File: config.mk
export PLATFORM = sky130hd
export DESIGN_NAME = seg_scan_driver
export DESIGN_NICKNAME = d
export VERILOG_FILES = /design/src/rtl/seg_scan_driver_pkg.sv /design/src/rtl/seg_scan_driver_hex_to_seg.sv /design/src/rtl/seg_scan_driver.sv
export SDC_FILE = /design/constraint.sdc
export NUM_CORES = 1
export LEC_CHECK = 0
export ABC_AREA = 1
export CELL_PAD_IN_SITES_DETAIL_PLACEMENT = 0
export CELL_PAD_IN_SITES_GLOBAL_PLACEMENT = 1
export CORE_MARGIN = 5
export CORE_UTILIZATION = 30
export DETAILED_ROUTE_END_ITERATION = 10
export PLACE_DENSITY = 0.59
export SYNTH_ARGS = -nofsm -noshare
export SYNTH_HDL_FRONTEND = slang
export SYNTH_SLANG_ARGS = --single-unit
File: constraint.sdc
create_clock -name clk -period 2.7 [get_ports clk]
set_input_delay 0.54 -clock clk [delete_from_list [all_inputs] [get_ports clk]]
set_output_delay 0.54 -clock clk [all_outputs]
set_load 0.02 [all_outputs]
File: src/rtl/seg_scan_driver_pkg.sv
// Shared constants for the 3-digit status display: segment patterns and the
// status codes that the status logic and its consumers agree on.
package seg_scan_driver_pkg;

  // Active-high segment patterns, bit order {g,f,e,d,c,b,a}.
  localparam logic [6:0] SEG_0 = 7'h3F;
  localparam logic [6:0] SEG_1 = 7'h06;
  localparam logic [6:0] SEG_2 = 7'h5B;
  localparam logic [6:0] SEG_3 = 7'h4F;
  localparam logic [6:0] SEG_4 = 7'h66;
  localparam logic [6:0] SEG_5 = 7'h6D;
  localparam logic [6:0] SEG_6 = 7'h7D;
  localparam logic [6:0] SEG_7 = 7'h07;
  localparam logic [6:0] SEG_8 = 7'h7F;
  localparam logic [6:0] SEG_9 = 7'h6F;
  localparam logic [6:0] SEG_A = 7'h77;
  localparam logic [6:0] SEG_B = 7'h7C;
  localparam logic [6:0] SEG_C = 7'h39;
  localparam logic [6:0] SEG_D = 7'h5E;
  localparam logic [6:0] SEG_E = 7'h79;
  localparam logic [6:0] SEG_F = 7'h71;

  localparam logic [11:0] STATUS_MEM_UNCAL = 12'h500;
  localparam logic [11:0] STATUS_MEM_ERR   = 12'h501;
  localparam logic [11:0] STATUS_DEFAULT   = 12'h100;

endpackage

File: src/rtl/seg_scan_driver_hex_to_seg.sv
// Hex nibble to active-high 7-segment pattern; polarity is the caller's job.
module hex_to_seg
  import seg_scan_driver_pkg::*;
(
  input  logic [3:0] nibble,
  output logic [6:0] pattern
);

  always_comb begin
    // NOTE: assign a default before the case so no path leaves pattern unassigned (no latch).
    pattern = SEG_0;
    case (nibble)
      4'h0: pattern = SEG_0;
      4'h1: pattern = SEG_1;
      4'h2: pattern = SEG_2;
      4'h3: pattern = SEG_3;
      4'h4: pattern = SEG_4;
      4'h5: pattern = SEG_5;
      4'h6: pattern = SEG_6;
      4'h7: pattern = SEG_7;
      4'h8: pattern = SEG_8;
      4'h9: pattern = SEG_9;
      4'hA: pattern = SEG_A;
      4'hB: pattern = SEG_B;
      4'hC: pattern = SEG_C;
      4'hD: pattern = SEG_D;
      4'hE: pattern = SEG_E;
      4'hF: pattern = SEG_F;
      default: pattern = SEG_0;
    endcase
  end

endmodule

File: src/rtl/seg_scan_driver.sv
// Multiplexed 3-digit 7-segment scanner: latches the status word once per frame,
// scans one digit per slot and blanks the head of every slot to avoid ghosting.
module seg_scan_driver
  import seg_scan_driver_pkg::*;
#(
  parameter int unsigned DIV_CYCLES     = 50000,
  parameter int unsigned BLANK_CYCLES   = 500,
  parameter bit          SEG_ACTIVE_LOW = 1'b1,
  parameter bit          AN_ACTIVE_LOW  = 1'b1
) (
  input  logic        clk,
  input  logic        rst_n,
  input  logic [11:0] seg_digits,
  input  logic [2:0]  dp_en,
  output logic [6:0]  seg,
  output logic        dp,
  output logic [2:0]  an,
  output logic        frame_tick
);

  localparam int unsigned      CNT_W     = $clog2(DIV_CYCLES);
  localparam logic [CNT_W-1:0] CNT_LAST  = CNT_W'(DIV_CYCLES - 1);
  localparam logic [CNT_W-1:0] CNT_BLANK = CNT_W'(BLANK_CYCLES);

  localparam logic PH_BLANK = 1'b0;
  localparam logic PH_SHOW  = 1'b1;

  localparam logic [6:0] SEG_OFF = SEG_ACTIVE_LOW ? 7'h7F : 7'h00;
  localparam logic       DP_OFF  = SEG_ACTIVE_LOW;
  localparam logic [2:0] AN_OFF  = AN_ACTIVE_LOW ? 3'b111 : 3'b000;

  logic [CNT_W-1:0] slot_cnt;
  logic [1:0]       dig_idx;
  logic [11:0]      digits_q;
  logic [2:0]       dp_q;

  logic       slot_wrap;
  logic       frame_latch;
  logic       phase;
  logic [3:0] nibble;
  logic       dp_sel;
  logic [2:0] an_onehot;
  logic [6:0] seg_pattern;

  assign slot_wrap   = (slot_cnt == CNT_LAST);
  assign frame_latch = slot_wrap && (dig_idx == 2'd2);
  assign phase       = (slot_cnt < CNT_BLANK) ? PH_BLANK : PH_SHOW;

  always_comb begin
    nibble    = digits_q[3:0];
    dp_sel    = dp_q[0];
    an_onehot = 3'b001;
    case (dig_idx)
      2'd1: begin
        nibble    = digits_q[7:4];
        dp_sel    = dp_q[1];
        an_onehot = 3'b010;
      end
      2'd2: begin
        nibble    = digits_q[11:8];
        dp_sel    = dp_q[2];
        an_onehot = 3'b100;
      end
      default: ;
    endcase
  end

  hex_to_seg u_hex_to_seg (
    .nibble  (nibble),
    .pattern (seg_pattern)
  );

  // Scan counter and frame latch; the latched copy only moves at a frame boundary.
  always_ff @(posedge clk or negedge rst_n) begin
    if (!rst_n) begin
      slot_cnt   <= '0;
      dig_idx    <= 2'd0;
      digits_q   <= 12'h000;
      dp_q       <= 3'b000;
      frame_tick <= 1'b0;
    end else begin
      // NOTE: non-blocking assignments so every register samples pre-edge values.
      frame_tick <= frame_latch;
      if (slot_wrap) begin
        slot_cnt <= '0;
        dig_idx  <= (dig_idx == 2'd2) ? 2'd0 : dig_idx + 2'd1;
      end else begin
        slot_cnt <= slot_cnt + CNT_W'(1);
      end
      if (frame_latch) begin
        digits_q <= seg_digits;
        dp_q     <= dp_en;
      end
    end
  end

  // Pin drivers are registered; the blank phase at each slot head keeps any
  // two digit enables from overlapping when dig_idx changes.
  always_ff @(posedge clk or negedge rst_n) begin
    if (!rst_n) begin
      seg <= SEG_OFF;
      dp  <= DP_OFF;
      an  <= AN_OFF;
    end else if (phase == PH_SHOW) begin
      seg <= SEG_ACTIVE_LOW ? ~seg_pattern : seg_pattern;
      dp  <= SEG_ACTIVE_LOW ? ~dp_sel : dp_sel;
      an  <= AN_ACTIVE_LOW ? ~an_onehot : an_onehot;
    end else begin
      seg <= SEG_OFF;
      dp  <= DP_OFF;
      an  <= AN_OFF;
    end
  end

endmodule

==> impl_results.md, run 1 <==
* Status: finished, final reports clean
* Cell row count at 32
* Max clock buf depth at 2
* Total GRT Usage at 11.5%
* Primary FF master, synth: dfrtp_1
* Largest family of logic cells by synthesized area: simple AND/OR/NAND/NOR gates
* DRT Wirelength at about 5.2 mm
* Root buffer cell: clkbuf_8
* Post-Syn Area at around 2400 um2
* Mapped Nets at between 300 and 400
* Worst reg2reg endpoint: seg[3]
* GP Congestion at between 0.7 and 0.8
* Port bufs at 28
* Mean routed wirelength per cell at roughly 12 um
* Leakage at 1.27 nW
* 1st-iter DRT viols at 57
* Vias in the first global route at between 1500 and 2000
* Post-layout util at 37.0%
* Post-DP HPWL at slightly below 4 mm
* First-pass GRT wire length at between 9 and 10 mm
* Die height at 99.3 um
* Synth Area per Inst at between 8 and 9 um2
* Final Hold Vio Count at 0
* Largest net degree at the start of global routing at 37
* Register area share after synthesis at 47.7%
* Footprint of the multi-input gates at 1100 um2
* Core ar. at approximately 7700 um2
* Initial antenna violation count at 0
* H-tree lvl count at 2
* Worst Path Required at between 2000 and 3000 ps
* Drt pass-1 iters at 4
* Synth async-reset ratio at 100%
* Fillers at 818
* Crit end category: flip-flop
* Post-synth EDFFs at 0
* Post-DRT Antenna Nets at 0
* Area delta synth->final at 19.7%
* Actual slew at the worst max-slew pin at about 840 ps
* Die area at between 9000 and 10000 um2
* PnR worst setup slack at approximately 460 ps
* Clock transition at the registers of the reported paths at approximately 90 ps
* Hold crit path type: primary input to async pin
* Synth Register Bits at 45
* RSZ-0062 raised after global routing: false
* N_diodes at 0
* Compound-Gate Fraction of Synth Area at around 2.7%
* Seq pwr share at between 50% and 60%
* Flop2flop setup slack at around 460 ps
* R2r worst-path depth at 9
* Worst-Skew Late Latency at approximately 300 ps
* Post-Synthesis Cells at roughly 290
* VDD IR-drop max at 0.205 mV
* Switching Fraction at around 22%
* Final setup viols at 0
* Starting Density at a little under a third
* PD cells at between 300 and 400 nW/um2
* Reg2Reg Launch Point: dig_idx[0]
* Slew margin rel. at about 44%
* Power Internal at just under 0.0009 W
* Synthesis warning total at 0
* DR vias at around 1900
* Die X at 99.3 um
* Post-layout min period at 2240 ps
* Place WS at ~460 ps
* Worst EP arrival at roughly 2400 ps
* Synth Area in Simple Gates at approximately a third
* Clock share of power at 37.1%
* Vias per cell at around 4.4
* Register Area at 1140 um2
* Final max-slew violation count at 0
* Clock skew at roughly 12 ps
* CTS Sinks at 45
* Final net count at about 350
* Yosys cell types at 29
* Post-route DRC at 0
* Crit share post-route at roughly 83%
* Power share of the combinational group at 3.3%
* Post-Synth Adder-Cell Area at between 5 and 6%
* Setup TNS Final at 0 ps
* Worst setup SP type: flip-flop
* Clock buffer count from CTS at 5
* Total gr overflow at 0
* TritonCTS clock tree: done
* Top Ports at 29
* Layout cell share with drive strength beyond 1 at roughly 12%
* Post-CTS Setup Inserts at 0
* Psw at roughly 0.00025 W
* Multiplexer share of the synthesized area at 0%
* Worst-path fanout max at 11
* Max Cap Viol at 0
* Critical path class: flip-flop to flip-flop
* Max Clock Freq at 0.447 GHz
* Hold Buf Count CTS at 0
* Synth Area in XOR/XNOR at under 10%
* Post-CTS Resized at 0
-- power by group through the flow --
stage	logic (W)	registers [W]	clock network, W
3_3_place_gp	0.0000385	0.000687	0
3_5_place_dp	0.0000389	0.000687	0
4_1_cts	0.0000392	0.000674	0.000445
5_1_grt	0.0000422	0.000675	0.000478
6_report	0.0000371	0.000674	0.000420
-- cell type report --
| type | instances | area share [%] |
|---|---|---|
| flip-flops and latches | 45 | 39.8 |
| multi-input cells | 212 | 38.6 |
| repair buffers | 31 | 10.4 |
| well taps | 102 | 4.46 |
| inverters | 28 | 3.67 |
| clock buffers | 6 | 2.54 |
| clock inverters | 2 | 0.525 |
-- cells by family (layout without fill, tap and decap cells) --
group	Yosys count	in the layout
AND/OR/NAND/NOR	182	182
flip-flops	45	45
buffers and inverters	35	67
adder cells (fa/ha/maj)	11	11
AO/OA/AOI/OAI	11	11
XOR/XNOR	8	8
-- registers in the layout (all words and copies together) (netlist names) --
name / count
dp: 1
an: 3
dp_q: 3
digits_q: 12
slot_cnt: 16
frame_tick: 1
seg: 7
dig_idx: 2
-- synthesized netlist by cell type (2+ instances only) --
library cell / number / area (um2)
nand2_2: 4 / 25.0
nand3_1: 21 / 105
nand4_1: 18 / 113
inv_2: 4 / 15.0
buf_2: 3 / 15.0
o21ai_0: 5 / 25.0
nor2_1: 27 / 101
ha_1: 11 / 138
a21oi_1: 3 / 15.0
dfrtp_1: 34 / 851
xor2_1: 7 / 61.3
nor2_4: 2 / 22.5
nor3_1: 3 / 15.0
dfstp_2: 11 / 289
inv_1: 23 / 86.3
nand2_1: 100 / 375
clkbuf_1: 2 / 7.51
or2_2: 3 / 18.8
-- worst max path at each step --
stage | startpoint | slack, ps | endpoint | depth (start not counted)
final | dig_idx[0] | 460 | seg[3] | 9
after global routing | dig_idx[0] | 260 | seg[3] | 9
after CTS | dig_idx[0] | 440 | seg[3] | 9
after detailed placement | dig_idx[0] | 460 | seg[3] | 9
after global placement | dig_idx[0] | 550 | seg[3] | 9
after floorplan | dig_idx[0] | 660 | seg[3] | 10
-- critical path, stage by stage, from the launching register on --
cell	delay, ps
dfrtp_1	390
inv_1	80
ha_1	430
or2_2	330
nand2_1	180
inv_1	110
ha_1	270
nand3b_1	170
nand3_1	100
nand3_1	80
-- cell usage in the layout, fill, tap and decap left out, types with 2 or more instances in the layout --
cell type        netlist  routed
nand2_1              100     100
dfrtp_1               34      34
nor2_1                27      27
clkdlybuf4s50_1        0      27
inv_1                 23      23
nand3_1               21      21
nand4_1               18      18
ha_1                  11      11
dfstp_2               11      11
xor2_1                 7       7
o21ai_0                5       5
clkbuf_8               0       5
inv_2                  4       4
nand2_2                4       4
a21oi_1                3       3
nor3_1                 3       3
or2_2                  3       3
buf_4                  1       3
nor2_4                 2       2
clkinvlp_4             0       2
-- stage by stage --
stage,total power [W],instance area (um2),instances,hold slack [ps]
detailed placement,0.000726,2770,418,458
CTS,0.00116,2860,426,380
finish,0.00113,2860,426,339
floorplan,0.000687,2390,292,244
global route,0.00120,2860,426,413
global placement,0.000725,2770,418,459
-- layer usage --
metal,vias up,wire length [um],GRT usage [%]
met3,7,206,3.02
met1,843,2810,16.7
li1,990,-,-
met5,-,0,0
met4,0,51,2.84
met2,28,2150,16.9
No activity file was read; power rests on OpenSTA's default activity.
==> inputs of run 2 (changes only) <==
==> constraint.sdc (replaced) <==
create_clock -name clk -period 2.22 [get_ports clk]
set_input_delay 0.444 -clock clk [delete_from_list [all_inputs] [get_ports clk]]
set_output_delay 0.444 -clock clk [all_outputs]
set_load 0.02 [all_outputs]
==> run 2 against run 1 <==
Power rose by 22%. Combinational power rose by 27%. Register-to-register slack got worse by 270 ps. Utilization is 0.34 points higher. Fmax up 10%. Clock-buffer cell count shrank 1. Largest power group unchanged. Wire length is 3.1% higher. Final cell count grew 0.47%. Final area rose by 0.92%. Global-route usage is 0.33 points higher. Critical path depth did not move. Sequential power rose by 22%.
==> impl_results.md, run 2 (synthesis gave the netlist of run 1 again) <==
* Clock skew at 9.28 ps (was 12.2 ps)
* N_diodes at 0 (unchanged)
* Area delta synth->final at 20.8% (was 19.7%)
* Post-layout min period at 2030 ps (was 2240 ps)
* Post-DRT Antenna Nets at 0 (unchanged)
* PD cells at 477 nW/um2 (was 395 nW/um2)
* Layout cell share with drive strength beyond 1 at 12.9% (was 12.0%)
* Cell Area, Placed at 2800 um2 (was 2770 um2)
* Largest net degree at the start of global routing at 46 (was 37)
* Worst-Skew Late Latency at 300 ps (about the same)
* CP max-delay cell: dfrtp_1 (was ha_1)
* Die X at 99.3 um (unchanged)
* Post-CTS Setup Inserts at 0 (unchanged)
* Starting Density at 30.9% (unchanged)
* Vias in the first global route at 1941 (was 1863)
* Hold Slack at 103 ps (was 339 ps)
* RSZ-0062 raised after global routing: false (unchanged)
* Die height at 99.3 um (unchanged)
* Largest regs: slot_cnt: 16 flops, digits_q: 12 flops, seg: 7 flops (unchanged)
* Final max-slew violation count at 0 (unchanged)
* Largest register FFs at 16 (unchanged)
* Final net count at 353 (was 351)
* Status: finished, final reports clean (unchanged)
* R2r worst-path depth at 9 (unchanged)
* Commonest non-fill, non-tap cells in the layout: nand2_1, dfrtp_1, nor2_1, clkdlybuf4s50_1, inv_1 (unchanged)
* H-tree lvl count at 2 (unchanged)
* Worst Path Required at 2440 ps (was 2910 ps)
* Worst-path fanout max at 6 (was 11)
* Post-layout util at 37.4% (was 37.0%)
* Post-CTS Resized at 0 (unchanged)
* Drt pass-1 iters at 4 (unchanged)
* Actual slew at the worst max-slew pin at 385 ps (was 837 ps)
* Placed cells at 420 (was 418)
* Leakage at 1.29 nW (was 1.27 nW)
* Max clock buf depth at 2 (unchanged)
* Hold crit path type: primary input to async pin (unchanged)
* CTS Sinks at 45 (unchanged)
* Clock buffer count from CTS at 5 (unchanged)
* Total GRT Usage at 11.8% (was 11.5%)
* Port bufs at 28 (unchanged)
* First-pass GRT wire length at 9.48 mm (was 9.24 mm)
* Worst setup SP type: flip-flop (unchanged)
* Final Hold Vio Count at 0 (unchanged)
* Clock transition at the registers of the reported paths at 90 ps (about the same)
* Core ar. at 7730 um2 (unchanged)
* DR vias at 1913 (was 1868)
* Crit share post-route at 91.5% (was 82.8%)
* Final setup viols at 0 (unchanged)
* Leading cell type in the layout, fill and taps excluded: nand2_1 (unchanged)
* Initial antenna violation count at 0 (unchanged)
* VDD IR-drop max at 0.192 mV (was 0.205 mV)
* Top Ports at 29 (unchanged)
* Worst path max stage delay at 390 ps (was 430 ps)
* Critical path class: flip-flop to flip-flop (unchanged)
* GP Congestion at 0.800 (was 0.778)
* Worst EP arrival at 2260 ps (was 2440 ps)
* Vias per cell at 4.47 (was 4.38)
* Mean routed wirelength per cell at 12.6 um (was 12.3 um)
* Slew margin rel. at 74.3% (was 44.2%)
* TritonCTS clock tree: done (unchanged)
* Layout Cells excl Fill at 428 (was 426)
* Post-route DRC at 0 (unchanged)
* 1st-iter DRT viols at 45 (was 57)
* CP cell instances: inv_1, ha_1, or2_2, nand2_1, inv_1, ha_1, nand3b_1, nand3_1, nand3_1 (unchanged)
* Largest reg by FF count: slot_cnt (unchanged)
* Die area at 9850 um2 (unchanged)
* Max Clock Freq at 0.492 GHz (was 0.447 GHz)
* DRT Wirelength at 5.38 mm (was 5.22 mm)
* Post-DP HPWL at 3.91 mm (was 3.92 mm)
* Cell row count at 32 (unchanged)
* Total gr overflow at 0 (unchanged)
* Max Cap Viol at 0 (unchanged)
* Crit end category: flip-flop (unchanged)
* Hold Buf Count CTS at 0 (unchanged)
* Fillers at 820 (was 818)
* Root buffer cell: clkbuf_8 (unchanged)
* Setup TNS Final at 0 ps (unchanged)
* Finished Cell Area at 2890 um2 (was 2860 um2)
[run 2: cell count changes in the layout (fill, tap and decap cells not counted), sizes merged]
cell | before | now
buf | 4 | 6
clkbuf | 6 | 5
clkinv | 1 | 3
clkinvlp | 2 | 1
[run 2: metrics by stage]
step | worst slack, ps | total power (W)
global route | 4.90 | 0.00145
CTS | 168 | 0.00142
finish | 189 | 0.00138
floorplan | 176 | 0.000836
detailed placement | 187 | 0.000885
global placement | 246 | 0.000884
[run 2: path summary, 6_finish.rpt]
path	from	endpoint	slack, ps
max in group asynchronous	rst_n	seg[2]	1830
min in group clk	digits_q[2]	digits_q[2]	470
hold / removal	rst_n	slot_cnt[8]	100
setup / recovery	dig_idx[0]	seg[3]	190
hold reg to reg	digits_q[2]	digits_q[2]	470
setup reg to reg	dig_idx[0]	seg[3]	190
[run 2: layout make-up]
type | instances | area [um2] | share of cell area (%)
multi-input cells | 212 | 1100 | 38.2
clock buffers | 5 | 68.8 | 2.38
well taps | 102 | 128 | 4.42
repair buffers | 33 | 325 | 11.3
inverters | 28 | 105 | 3.64
clock inverters | 3 | 17.5 | 0.607
flip-flops and latches | 45 | 1140 | 39.5
[run 2: per-layer routing]
metal | track usage (%) | routed length (um)
met4 | 3.78 | 74
met5 | 0 | 0
met1 | 17.4 | 2860
met2 | 17.0 | 2260
met3 | 2.73 | 190
[run 2: power breakdown]
part           switching, W  internal [W]
clock              0.000292      0.000218
sequential                0      0.000820
combinational     0.0000200     0.0000271
[run 2: worst max-delay path, delay by kind of cell, from the launching register on]
kind,cells,cell delay [ps]
flops,1,390
simple gates,5,780
fa+ha+maj,2,620
buf+inv,2,160
==> inputs of run 3 (changes only) <==
--- a/config.mk
+++ b/config.mk
@@ -6,12 +6,10 @@
 export NUM_CORES = 1
 export LEC_CHECK = 0
 export ABC_AREA = 1
-export CELL_PAD_IN_SITES_DETAIL_PLACEMENT = 0
-export CELL_PAD_IN_SITES_GLOBAL_PLACEMENT = 1
 export CORE_MARGIN = 5
 export CORE_UTILIZATION = 30
 export DETAILED_ROUTE_END_ITERATION = 10
-export PLACE_DENSITY = 0.59
+export PLACE_DENSITY = 0.46
 export SYNTH_ARGS = -nofsm -noshare
 export SYNTH_HDL_FRONTEND = slang
 export SYNTH_SLANG_ARGS = --single-unit
==> run 3 against run 2 <==
Combinational power down 0.8%. Final cell count up 0.23%. Largest power group unchanged. Via count up 0.10%. Highest routed layer unchanged. Critical path type unchanged. Final area up 0.43%. Clock power about the same. Worst hold slack better by 0.77 ps.
==> impl_results.md, run 3 (synthesis gave the netlist of run 1 again) <==
* Worst path max stage delay at 410 ps (was 390 ps)
* CP cell instances: inv_1, ha_2, or2_2, nand2_2, inv_1, ha_1, nand3b_1, nand3_1, nand3_1 (was inv_1, ha_1, or2_2, nand2_1, inv_1, ha_1, nand3b_1, nand3_1, nand3_1)
* Top Ports at 29 (unchanged)
* Worst-path fanout max at 6 (unchanged)
* Core ar. at 7730 um2 (unchanged)
* Hold crit path type: primary input to async pin (unchanged)
* Worst Path Required at 2440 ps (about the same)
* Root buffer cell: clkbuf_8 (unchanged)
* Largest register FFs at 16 (unchanged)
* Worst EP arrival at 2250 ps (was 2260 ps)
* Drt pass-1 iters at 6 (was 4)
* Largest reg by FF count: slot_cnt (unchanged)
* Clock transition at the registers of the reported paths at 90 ps (about the same)
* Slew margin rel. at 64.9% (was 74.3%)
* Post-DRT Antenna Nets at 0 (unchanged)
* Largest regs: slot_cnt: 16 flops, digits_q: 12 flops, seg: 7 flops (unchanged)
* Post-layout min period at 2030 ps (about the same)
* Crit share post-route at 91.3% (was 91.5%)
* Crit end category: flip-flop (unchanged)
* Highest metal used: met4 (unchanged)
* Clock share of power at 37.0% (about the same)
* Worst setup SP type: flip-flop (unchanged)
* Hold Buf Count CTS at 0 (unchanged)
* Die area at 9850 um2 (unchanged)
* Register Area at 1140 um2 (unchanged)
* Final net count at 354 (was 353)
* Seq pwr share at 59.6% (about the same)
* Port bufs at 28 (unchanged)
* DR vias at 1915 (was 1913)
* H-tree lvl count at 2 (unchanged)
* Area delta synth->final at 21.4% (was 20.8%)
* Power, Total at 0.00138 W (about the same)
* Vias in the first global route at 1854 (was 1941)
* First-pass GRT wire length at 9.03 mm (was 9.48 mm)
* Footprint of the multi-input gates at 1110 um2 (was 1100 um2)
* Max clock buf depth at 2 (unchanged)
* Final max-slew violation count at 0 (unchanged)
* Leakage at 1.30 nW (was 1.29 nW)
* Psw at 0.000311 W (was 0.000312 W)
* Power Internal at 0.00106 W (about the same)
* Final setup viols at 0 (unchanged)
* Met2 WL post-DR at 2.11 mm (was 2.26 mm)
* Initial antenna violation count at 0 (unchanged)
* RSZ-0062 raised after global routing: false (unchanged)
* TritonCTS clock tree: done (unchanged)
* Setup TNS Final at 0 ps (unchanged)
* Die X at 99.3 um (unchanged)
* Final Hold Vio Count at 0 (unchanged)
* Status: finished, final reports clean (unchanged)
* Clock buffer count from CTS at 5 (unchanged)
* Post-DP HPWL at 3.94 mm (was 3.91 mm)
* Layout cell share with drive strength beyond 1 at 13.8% (was 12.9%)
* N_diodes at 0 (unchanged)
* Flop2flop setup slack at 190 ps (about the same)
* WL met1 at 2.75 mm (was 2.86 mm)
* CP max-delay cell: dfrtp_1 (unchanged)
* Critical path class: flip-flop to flip-flop (unchanged)
* Total GRT Usage at 11.4% (was 11.8%)
* Worst reg2reg endpoint: seg[3] (unchanged)
* Worst-Skew Late Latency at 310 ps (was 300 ps)
* PD cells at 474 nW/um2 (was 477 nW/um2)
* Post-route DRC at 0 (unchanged)
* Largest net degree at the start of global routing at 25 (was 46)
* R2r worst-path depth at 9 (unchanged)
* Met3 wire length at 234 um (was 190 um)
* Die height at 99.3 um (unchanged)
* Reg2Reg Launch Point: dig_idx[0] (unchanged)
* VDD IR-drop max at 0.163 mV (was 0.192 mV)
* 1st-iter DRT viols at 56 (was 45)
* Clock skew at 12.5 ps (was 9.28 ps)
* DRT Wirelength at 5.15 mm (was 5.38 mm)
* Leading cell type in the layout, fill and taps excluded: nand2_1 (unchanged)
* GP Congestion at 0.759 (was 0.800)
* Cell row count at 32 (unchanged)
* Commonest non-fill, non-tap cells in the layout: nand2_1, dfrtp_1, nor2_1, clkdlybuf4s50_1, inv_1 (unchanged)
* Total gr overflow at 0 (unchanged)
* Power share of the combinational group at 3.4% (about the same)
* CTS Sinks at 45 (unchanged)
* Fillers at 825 (was 820)
* Max Clock Freq at 0.494 GHz (was 0.492 GHz)
* Vias per cell at 4.46 (was 4.47)
* Max Cap Viol at 0 (unchanged)
* Actual slew at the worst max-slew pin at 527 ps (was 385 ps)
* Mean routed wirelength per cell at 12.0 um (was 12.6 um)
* Switching Fraction at 22.6% (about the same)
* Starting Density at 30.9% (unchanged)
[run 3: cell types whose count changed in the layout (fill, tap and decap cells not counted)]
cell     before  now
ha_1         11   10
buf_4         4    5
nand2_2       4    5
nand2_1     100   99
ha_2          0    1
[run 3: worst max-delay path by stage]
stage                     from      to  slack, ps  depth (start not counted)
CTS                 dig_idx[0]  seg[3]        140                          9
floorplan           dig_idx[0]  seg[3]        180                         10
finish              dig_idx[0]  seg[3]        190                          9
global route        dig_idx[0]  seg[3]         50                          9
global placement    dig_idx[0]  seg[3]        210                          9
detailed placement  dig_idx[0]  seg[3]        170                          9
[run 3: metal layers]
metal | GRT usage [%] | vias to the layer above
met1 | 16.5 | 873
met5 | 0 | -
met3 | 2.95 | 7
met4 | 3.78 | 0
li1 | - | 1000
met2 | 16.4 | 35
[run 3: repair_timing]
item | CTS | global route
endpoints found under the setup margin | 0 | 2
setup buffers | 0 | 0
resized for setup | 0 | 2
[run 3: metrics by stage]
stage	utilization (%)	std cells	hold WS [ps]	worst slack [ps]	instance area, um2
5_1_grt	37.5	429	135	52.9	2900
3_3_place_gp	36.4	421	450	213	2810
4_1_cts	37.5	429	115	140	2900
6_report	37.5	429	104	194	2900
2_1_floorplan	-	292	148	176	2390
3_5_place_dp	36.4	421	456	166	2810
[run 3: power by group through the flow]
| stage | clock [W] | sequential [W] | combinational [W] |
|---|---|---|---|
| CTS | 0.000538 | 0.000820 | 0.0000490 |
| global route | 0.000572 | 0.000820 | 0.0000526 |
| detailed placement | 0 | 0.000835 | 0.0000490 |
| global placement | 0 | 0.000835 | 0.0000481 |
| finish | 0.000508 | 0.000820 | 0.0000468 |
[run 3: critical path: cells and delay by family, from the launching register on]
family / cells / cell delay (ps)
AND/OR/NAND/NOR: 5 / 770
adder cells (fa/ha/maj): 2 / 570
flip-flops: 1 / 410
buffers and inverters: 2 / 180
[run 3: layout make-up]
class | instances | area share [%]
sequential | 45 | 39.3
timing repair buffer | 34 | 11.5
multi-input combinational | 212 | 38.2
tap | 102 | 4.40
inverter | 28 | 3.62
clock buffer | 5 | 2.37
clock inverter | 3 | 0.604
